### src/rtl/sample_dac_out_if.sv
// sample_dac_out_if: sample stream in, 1-bit audio and status out for the DAC output stage.
interface sample_dac_out_if #(parameter int WAVE_BITS = 8);
   logic signed [WAVE_BITS-1:0] sample_in;
   logic                        sample_valid;
   logic                        mode;
   logic                        clear_flags;
   logic                        dac_out;
   logic                        frame_start;
   logic                        overrun;
   modport master (output sample_in, sample_valid, mode, clear_flags,
                   input  dac_out, frame_start, overrun);
   modport slave  (input  sample_in, sample_valid, mode, clear_flags,
                   output dac_out, frame_start, overrun);
endinterface

### src/rtl/sample_dac_out.sv
// sample_dac_out: turns signed synth samples into a 1-bit PWM or first-order sigma-delta stream.
// Samples land in hold; a new frame begins every 2^WAVE_BITS cycles, when active and the mode latch update.
module sample_dac_out #(parameter int WAVE_BITS = 8) (
   input  logic            clk,
   input  logic            reset,
   sample_dac_out_if.slave bus
);
   localparam logic [WAVE_BITS-1:0] MID = {1'b1, {(WAVE_BITS-1){1'b0}}};
   logic [WAVE_BITS-1:0] r_cnt, r_hold, r_active, r_acc, w_u;
   logic [WAVE_BITS:0]   w_sum;
   logic                 r_mode, r_pending, r_overrun, r_dac, w_load;
   assign w_u   = {~bus.sample_in[WAVE_BITS-1], bus.sample_in[WAVE_BITS-2:0]};
   assign w_load = &r_cnt;
   assign w_sum = {1'b0, r_acc} + {1'b0, r_hold};
   always_ff @(posedge clk) begin
      if (reset) begin
         r_cnt     <= '0;
         r_hold    <= MID;
         r_active  <= MID;
         r_acc     <= '0;
         r_mode    <= 1'b0;
         r_pending <= 1'b0;
         r_overrun <= 1'b0;
         r_dac     <= 1'b0;
      end else begin
         r_cnt     <= r_cnt + WAVE_BITS'(1);
         r_dac     <= r_mode ? w_sum[WAVE_BITS] : (r_cnt < r_active);
         // a sample arriving on the frame-load cycle is consumed at once, so it never overruns
         r_overrun <= (bus.sample_valid & r_pending & ~w_load) | (r_overrun & ~bus.clear_flags);
         if (bus.sample_valid) r_hold <= w_u;
         if (r_mode) r_acc <= w_sum[WAVE_BITS-1:0];
         if (w_load) begin
            r_active  <= bus.sample_valid ? w_u : r_hold;
            r_mode    <= bus.mode;
            r_pending <= 1'b0;
            if (bus.mode != r_mode) r_acc <= '0;
         end else if (bus.sample_valid) begin
            r_pending <= 1'b1;
         end
      end
   end
   assign bus.dac_out     = r_dac;
   assign bus.frame_start = (r_cnt == '0);
   assign bus.overrun     = r_overrun;
endmodule
### src/flat_wrapper.sv
// flat-port wrapper written by rule: the top's interface ports become plain ports
module sample_dac_out_flat 
#(parameter int WAVE_BITS = 8)
  (clk, reset, bus_sample_in, bus_sample_valid, bus_mode, bus_clear_flags, bus_dac_out, bus_frame_start, bus_overrun);
  sample_dac_out_if #(.WAVE_BITS(WAVE_BITS)) bus_i ();
  input  logic clk;
  input  logic reset;
  input wire logic [$bits(bus_i.sample_in)-1:0] bus_sample_in;
  input wire logic [$bits(bus_i.sample_valid)-1:0] bus_sample_valid;
  input wire logic [$bits(bus_i.mode)-1:0] bus_mode;
  input wire logic [$bits(bus_i.clear_flags)-1:0] bus_clear_flags;
  output wire logic [$bits(bus_i.dac_out)-1:0] bus_dac_out;
  output wire logic [$bits(bus_i.frame_start)-1:0] bus_frame_start;
  output wire logic [$bits(bus_i.overrun)-1:0] bus_overrun;
  assign bus_i.sample_in = bus_sample_in;
  assign bus_i.sample_valid = bus_sample_valid;
  assign bus_i.mode = bus_mode;
  assign bus_i.clear_flags = bus_clear_flags;
  assign bus_dac_out = bus_i.dac_out;
  assign bus_frame_start = bus_i.frame_start;
  assign bus_overrun = bus_i.overrun;
  sample_dac_out #(.WAVE_BITS(WAVE_BITS)) u_core (.clk(clk), .reset(reset), .bus(bus_i));
endmodule
### config.mk
export PLATFORM = sky130hd
export DESIGN_NAME = sample_dac_out_flat
export DESIGN_NICKNAME = d
export VERILOG_FILES = /design/src/rtl/sample_dac_out_if.sv /design/src/rtl/sample_dac_out.sv /design/src/flat_wrapper.sv
export SDC_FILE = /design/constraint.sdc
export NUM_CORES = 1
export LEC_CHECK = 0
export CORE_ASPECT_RATIO = 1.4
export CORE_MARGIN = 4
export CORE_UTILIZATION = 51
export CTS_CLUSTER_SIZE = 12
export DETAILED_ROUTE_END_ITERATION = 10
export PLACE_DENSITY = 0.75
export SETUP_SLACK_MARGIN = 0.05
export SLEW_MARGIN = 40
export SYNTH_ARGS = -nofsm -noshare
export SYNTH_HDL_FRONTEND = slang
export SYNTH_SLANG_ARGS = --single-unit
### constraint.sdc
create_clock -name clk -period 2.1 [get_ports clk]
set_clock_uncertainty 0.2 [all_clocks]
set_input_delay 0.42 -clock clk [delete_from_list [all_inputs] [get_ports clk]]
set_output_delay 0.42 -clock clk [all_outputs]
set_load 0.005 [all_outputs]
Yosys cells after proc, flatten, opt, wreduce, memory -nomap -nowiden. Cells that the tools add are included.

Bits in registers: 36. Bits in latches: 0. Memory bits (writable): 0. ROM bits: 0. Bits of input ports: 13. Output and inout port bits: 3. Logic and storage cells: 27. Memories kept: 0.

$add $sub $neg: 2. $mul: 0. Divide/modulo/power cells: 0. Order comparisons: 1. Eq/ne operators: 1. Shift operators: 0. Multiplexer cells: 5. Bitwise gates (word level): 7. Reductions and logical operators: 3.

Operators with widths (number): two-way mux 8 bit (4); adder 8 x 8 -> 9 bit (1); adder 8 x 1 -> 8 bit (second input constant) (1); zero test 8 bit (1); less-than comparator 8 bit (1); AND reduction 8 bit (1); bitwise AND 1 bit (3); inverter 1 bit (3); OR reduction 2 bit (1); two-way mux 1 bit (1); != test 1 bit (1); bitwise OR 1 bit (1).

Longest topological paths before layout.
Word-level depth: 4. Gate-level depth with buffers: 7. Depth with buffers taken out: 7.

Worst setup path before layout. OpenSTA, ideal clock, no wires.

Kind: register to register. From: register u_core.r_acc[0]. To: register u_core.r_acc[6]. Library setup time: 74 ps. Data arrival time: 1820 ps. Data required time: 1826 ps. Setup slack: 6 ps. Stages on the path, launching flop included: 8. Path buffers: 0. Clock period less this slack: 2094 ps. Cell sequence: dfxtp_1 -> ha_1 -> fa_1 -> a21o_1 -> a211oi_1 -> o2111ai_1 -> o41a_1 -> a31oi_1.

Cells in the longest elaborated chain, start to end: 4.

RTL lines: start, declared (RTL line sample_dac_out.sv:9) `logic [WAVE_BITS-1:0] r_cnt, r_hold, r_active, r_acc, w_u;`; start signal, assigned (RTL line sample_dac_out.sv:31) `if (r_mode) r_acc <= w_sum[WAVE_BITS-1:0];`; adder 8 x 8 -> 9 bit * (RTL line sample_dac_out.sv:14) `assign w_sum = {1'b0, r_acc} + {1'b0, r_hold};`; two-way mux 8 bit * (RTL line sample_dac_out.sv:31); two-way mux 8 bit (RTL line sample_dac_out.sv:36) `if (bus.mode != r_mode) r_acc <= '0;`; two-way mux 8 bit * (RTL line sample_dac_out.sv:32) `if (w_load) begin`.

Every way passes the cells marked *; elsewhere a longest branch is shown, timed or not. A chain may end at the register's enable or synchronous reset.

Worst setup path after layout.
From: register u_core.r_cnt[1]. To: output bus_frame_start.

Cells in the longest elaborated chain, start to end: 1.

RTL lines: start, declared (RTL line sample_dac_out.sv:9); start signal, assigned (RTL line sample_dac_out.sv:26) `r_cnt <= r_cnt + WAVE_BITS'(1);`; zero test 8 bit (RTL line sample_dac_out.sv:43) `assign bus.frame_start = (r_cnt == '0);`; end, declared (RTL line flat_wrapper.sv:13) `output wire logic [$bits(bus_i.frame_start)-1:0] bus_frame_start;`.

Every way passes these cells.

==> impl_results.md <==
- Outcome: complete, but fails checks
- Failing checks: setup timing
- Synth area leaders: dfxtp_1, ha_1, mux2i_1
- Fin crit share: 1.030
- # rows: 25
- Leak pwr: between 0.9 and 1 nW
- Hold Fails Final Rpt: 0
- Total grt overflow: 0
- Clock tree buffer depth: 2
- Vias in the first global route: about 1600
- Multiplexer area fraction after synthesis: 0.06566
- Die Wd: between 50 and 60 um
- Worst skew pair latency: 0.30 ns
- Power per cell area: between 500 and 600 mW/mm2
- GRT Overall Usage: 0.1922
- Worst Hold Class: flop to flop
- I/O pin total: 16
- DIE HEIGHT: 78.86 um
- Synth Area in Compound Gates: 0.1908
- Die ar.: 0.004622 mm2
- Worst Max-Slew Pin Slew: between 0.5 and 0.6 ns
- Layout Nets: between 200 and 300
- Cell area after synthesis: about 0.0018 mm2
- Vias after detailed routing: between 1500 and 2000
- Dpl hpwl: around 3000 um
- Final Critical Period: 2.163 ns
- Initial drt markers: between 60 and 70
- Initial Util: 0.5365
- Maxcap violations: 0
- Worst path arrival time: 1.54 ns
- Routed length per instance: around 15 um
- Register bit total from synthesis: 36
- Setup-failing EPs final: 1
- Worst VDD drop: 0.5281 mV
- Initial antenna violation count: 0
- Fin. max-slew vios: 0
- Simple-gate share of the synthesized area: 0.1423
- Largest family of logic cells by synthesized area: compound AO/OA/AOI/OAI gates
- Overall routed net length: between 3000 and 4000 um
- Core Util, Final: 0.6716
- Crit path kind: flop to primary output
- N_diodes: 0
- Fillers: about 260
- Required time of the worst setup path: approximately 1.5 ns
- CTS tree: done
- Syn-to-layout area delta: 25.17%
- Clock sink count: 36
- Area post-placement: 0.002112 mm2
- Routability cong.: between 0.8 and 0.9
- Post-synth top area cell: dfxtp_1
- Adder-cell share of the synthesized area: 0.1272
- Crit end category: primary output
- Share of cells above drive strength 1: 0.1991
- Register area share after synthesis: 0.3940
- Syn Inst Count: about 190
- Post-CTS Hold Buffers: 0
- Fmax: between 0.4 and 0.5 GHz
- Yosys top cell area share: 0.3940
- Synth unique cells: 43
- DRT antenna net count: 0
- Drt first pass iters: 4
- RSZ-0062 raised after global routing: yes
- Post-Synth XOR/XNOR Area: 0.03830
- Avg Inst Size Synth: around 9.5 um2
- DRC Markers: 0
- Largest net degree at the start of global routing: 14
- Rel. slew slack: 0.6233
- Warning count from the yosys run: 0
- PortBufs: 15
- H-Tree Depth: 2
- Syn nets: about 220
- Clk root buf: clkbuf_8
- Clk pin slew, worst setup/hold paths: approximately 0.07 ns
- Post-route setup slack: -0.06260 ns
- Setup crit start kind: flop
- Core area: 0.003410 mm2
- Crit-path max FO: 2
- Final instance area: roughly 0.0023 mm2
- Via density: about 5.7
- Global-route wire length before repair: roughly 6800 um
- Num CTS Buffers: 5
- Setup TNS: -0.06260 ns
where the power goes:
group / total, mW / internal, mW / switching [mW] / leakage (nW)
Combinational: 0.141 / 0.0771 / 0.0641 / 0.652
Sequential: 0.714 / 0.701 / 0.0135 / 0.295
Clock: 0.476 / 0.225 / 0.251 / 0.0400
Total: 1.33 / 1.00 / 0.329 / 0.987
routing by layer:
| metal | wire length [um] | share of wire | vias to the layer above | GRT usage |
|---|---|---|---|---|
| met5 | 0 | 0 | - | 0 |
| met4 | 88 | 0.022 | 0 | 0.1043 |
| met3 | 108 | 0.027 | 10 | 0.04553 |
| met2 | 2165 | 0.55 | 19 | 0.3456 |
| met1 | 1576 | 0.40 | 732 | 0.1988 |
| li1 | - | - | 758 | - |
cells in the mapped netlist (all sizes together):
| cell | instances |
|---|---|
| dfxtp | 36 |
| nor2 | 20 |
| ha | 17 |
| inv | 13 |
| mux2i | 12 |
| o21ai | 11 |
| a21oi | 10 |
| nand2 | 9 |
| o22a | 7 |
| nand3 | 6 |
| a21o | 5 |
| xnor2 | 5 |
| a211oi | 4 |
| buf | 4 |
| nor3 | 3 |
| or3 | 3 |
| xor2 | 3 |
| nand2b | 2 |
| nor4 | 2 |
| o31ai | 2 |
| a2111o | 1 |
| a211o | 1 |
| a31oi | 1 |
| a32oi | 1 |
| and3 | 1 |
| and4 | 1 |
| clkbuf | 1 |
| fa | 1 |
| nand4 | 1 |
| nor2b | 1 |
| nor3b | 1 |
| o2111ai | 1 |
| o211ai | 1 |
| o21a | 1 |
| o21bai | 1 |
| o311ai | 1 |
| o41a | 1 |
| or4b | 1 |
what timing repair did:
item,CTS,global route
endpoints found under the setup margin,3,13
resized for setup,18,7
pin swaps,9,7
gates cloned,0,0
setup buffers,2,1
through the flow:
stage	hold slack (ns)	total power [mW]	worst slack, ns	instances
after global placement	0.2510	0.8562	-0.2982	256
after detailed placement	0.2629	0.8606	-0.3653	256
after global routing	0.3036	1.396	-0.1229	266
final	0.2747	1.331	-0.06260	266
after floorplan	0.2368	0.7990	0.07975	192
after CTS	0.2789	1.343	-0.1580	265
registers in the layout (all words and copies together), names as in the netlist:
name and cells:
u_core.r_pending 1, u_core.bus.dac_out 1, u_core.r_acc 8, u_core.r_active 8, u_core.r_hold 8, u_core.bus.overrun 1
u_core.r_mode 1, u_core.r_cnt 8
cell usage in the layout, fill, tap and decap left out, types with 2 or more instances in the layout:
master,n
buf_4,17
dfxtp_1,31
inv_2,2
nand2b_1,2
or3_1,3
a21o_1,5
o31ai_4,2
a21oi_1,10
clkdlybuf4s50_1,14
nor3_1,3
mux2i_1,12
nor2_1,18
ha_4,2
o21ai_0,9
nand2_1,9
clkbuf_8,5
ha_1,15
inv_1,11
dfxtp_2,5
a211oi_2,3
xnor2_1,5
o22a_1,7
o21ai_1,2
nor2_2,2
xor2_1,3
nand3_1,6
worst max-delay path: stages (launching register included):
cell	delay, ns
dfxtp_2	0.32
inv_2	0.06
ha_4	0.12
or4b_4	0.47
nor4_4	0.14
buf_2	0.15
kinds of logic (layout without fill, tap and decap cells):
| logic type | Yosys count | in the layout |
|---|---|---|
| and+or+nand+nor | 51 | 51 |
| AOI/OAI and AO/OA | 49 | 49 |
| DFF | 36 | 36 |
| adders and majority gates | 18 | 18 |
| buffers and inverters | 18 | 52 |
| muxes | 12 | 12 |
| xor gates and xnor gates | 8 | 8 |
worst paths after layout:
path         slack (ns)                  to  cells past startpoint              from
min                0.27    u_core.r_pending                      1  u_core.r_pending
max reg2reg        0.07  u_core.bus.dac_out                      8   u_core.r_acc[0]
max               -0.06     bus_frame_start                      5   u_core.r_cnt[1]
min reg2reg        0.27    u_core.r_pending                      1  u_core.r_pending
final cells by class:
cell class | count | area [um2] | share of cell area
Clock buffer | 5 | 68.82 | 0.03005
Sequential cell | 36 | 726.9 | 0.3175
Multi-Input combinational cell | 138 | 1110 | 0.4847
Inverter | 13 | 48.80 | 0.02131
Timing Repair Buffer | 32 | 272.8 | 0.1191
Tap cell | 40 | 50.05 | 0.02186
Clock inverter | 2 | 12.51 | 0.005464
(Power assumes the default switching activity.)
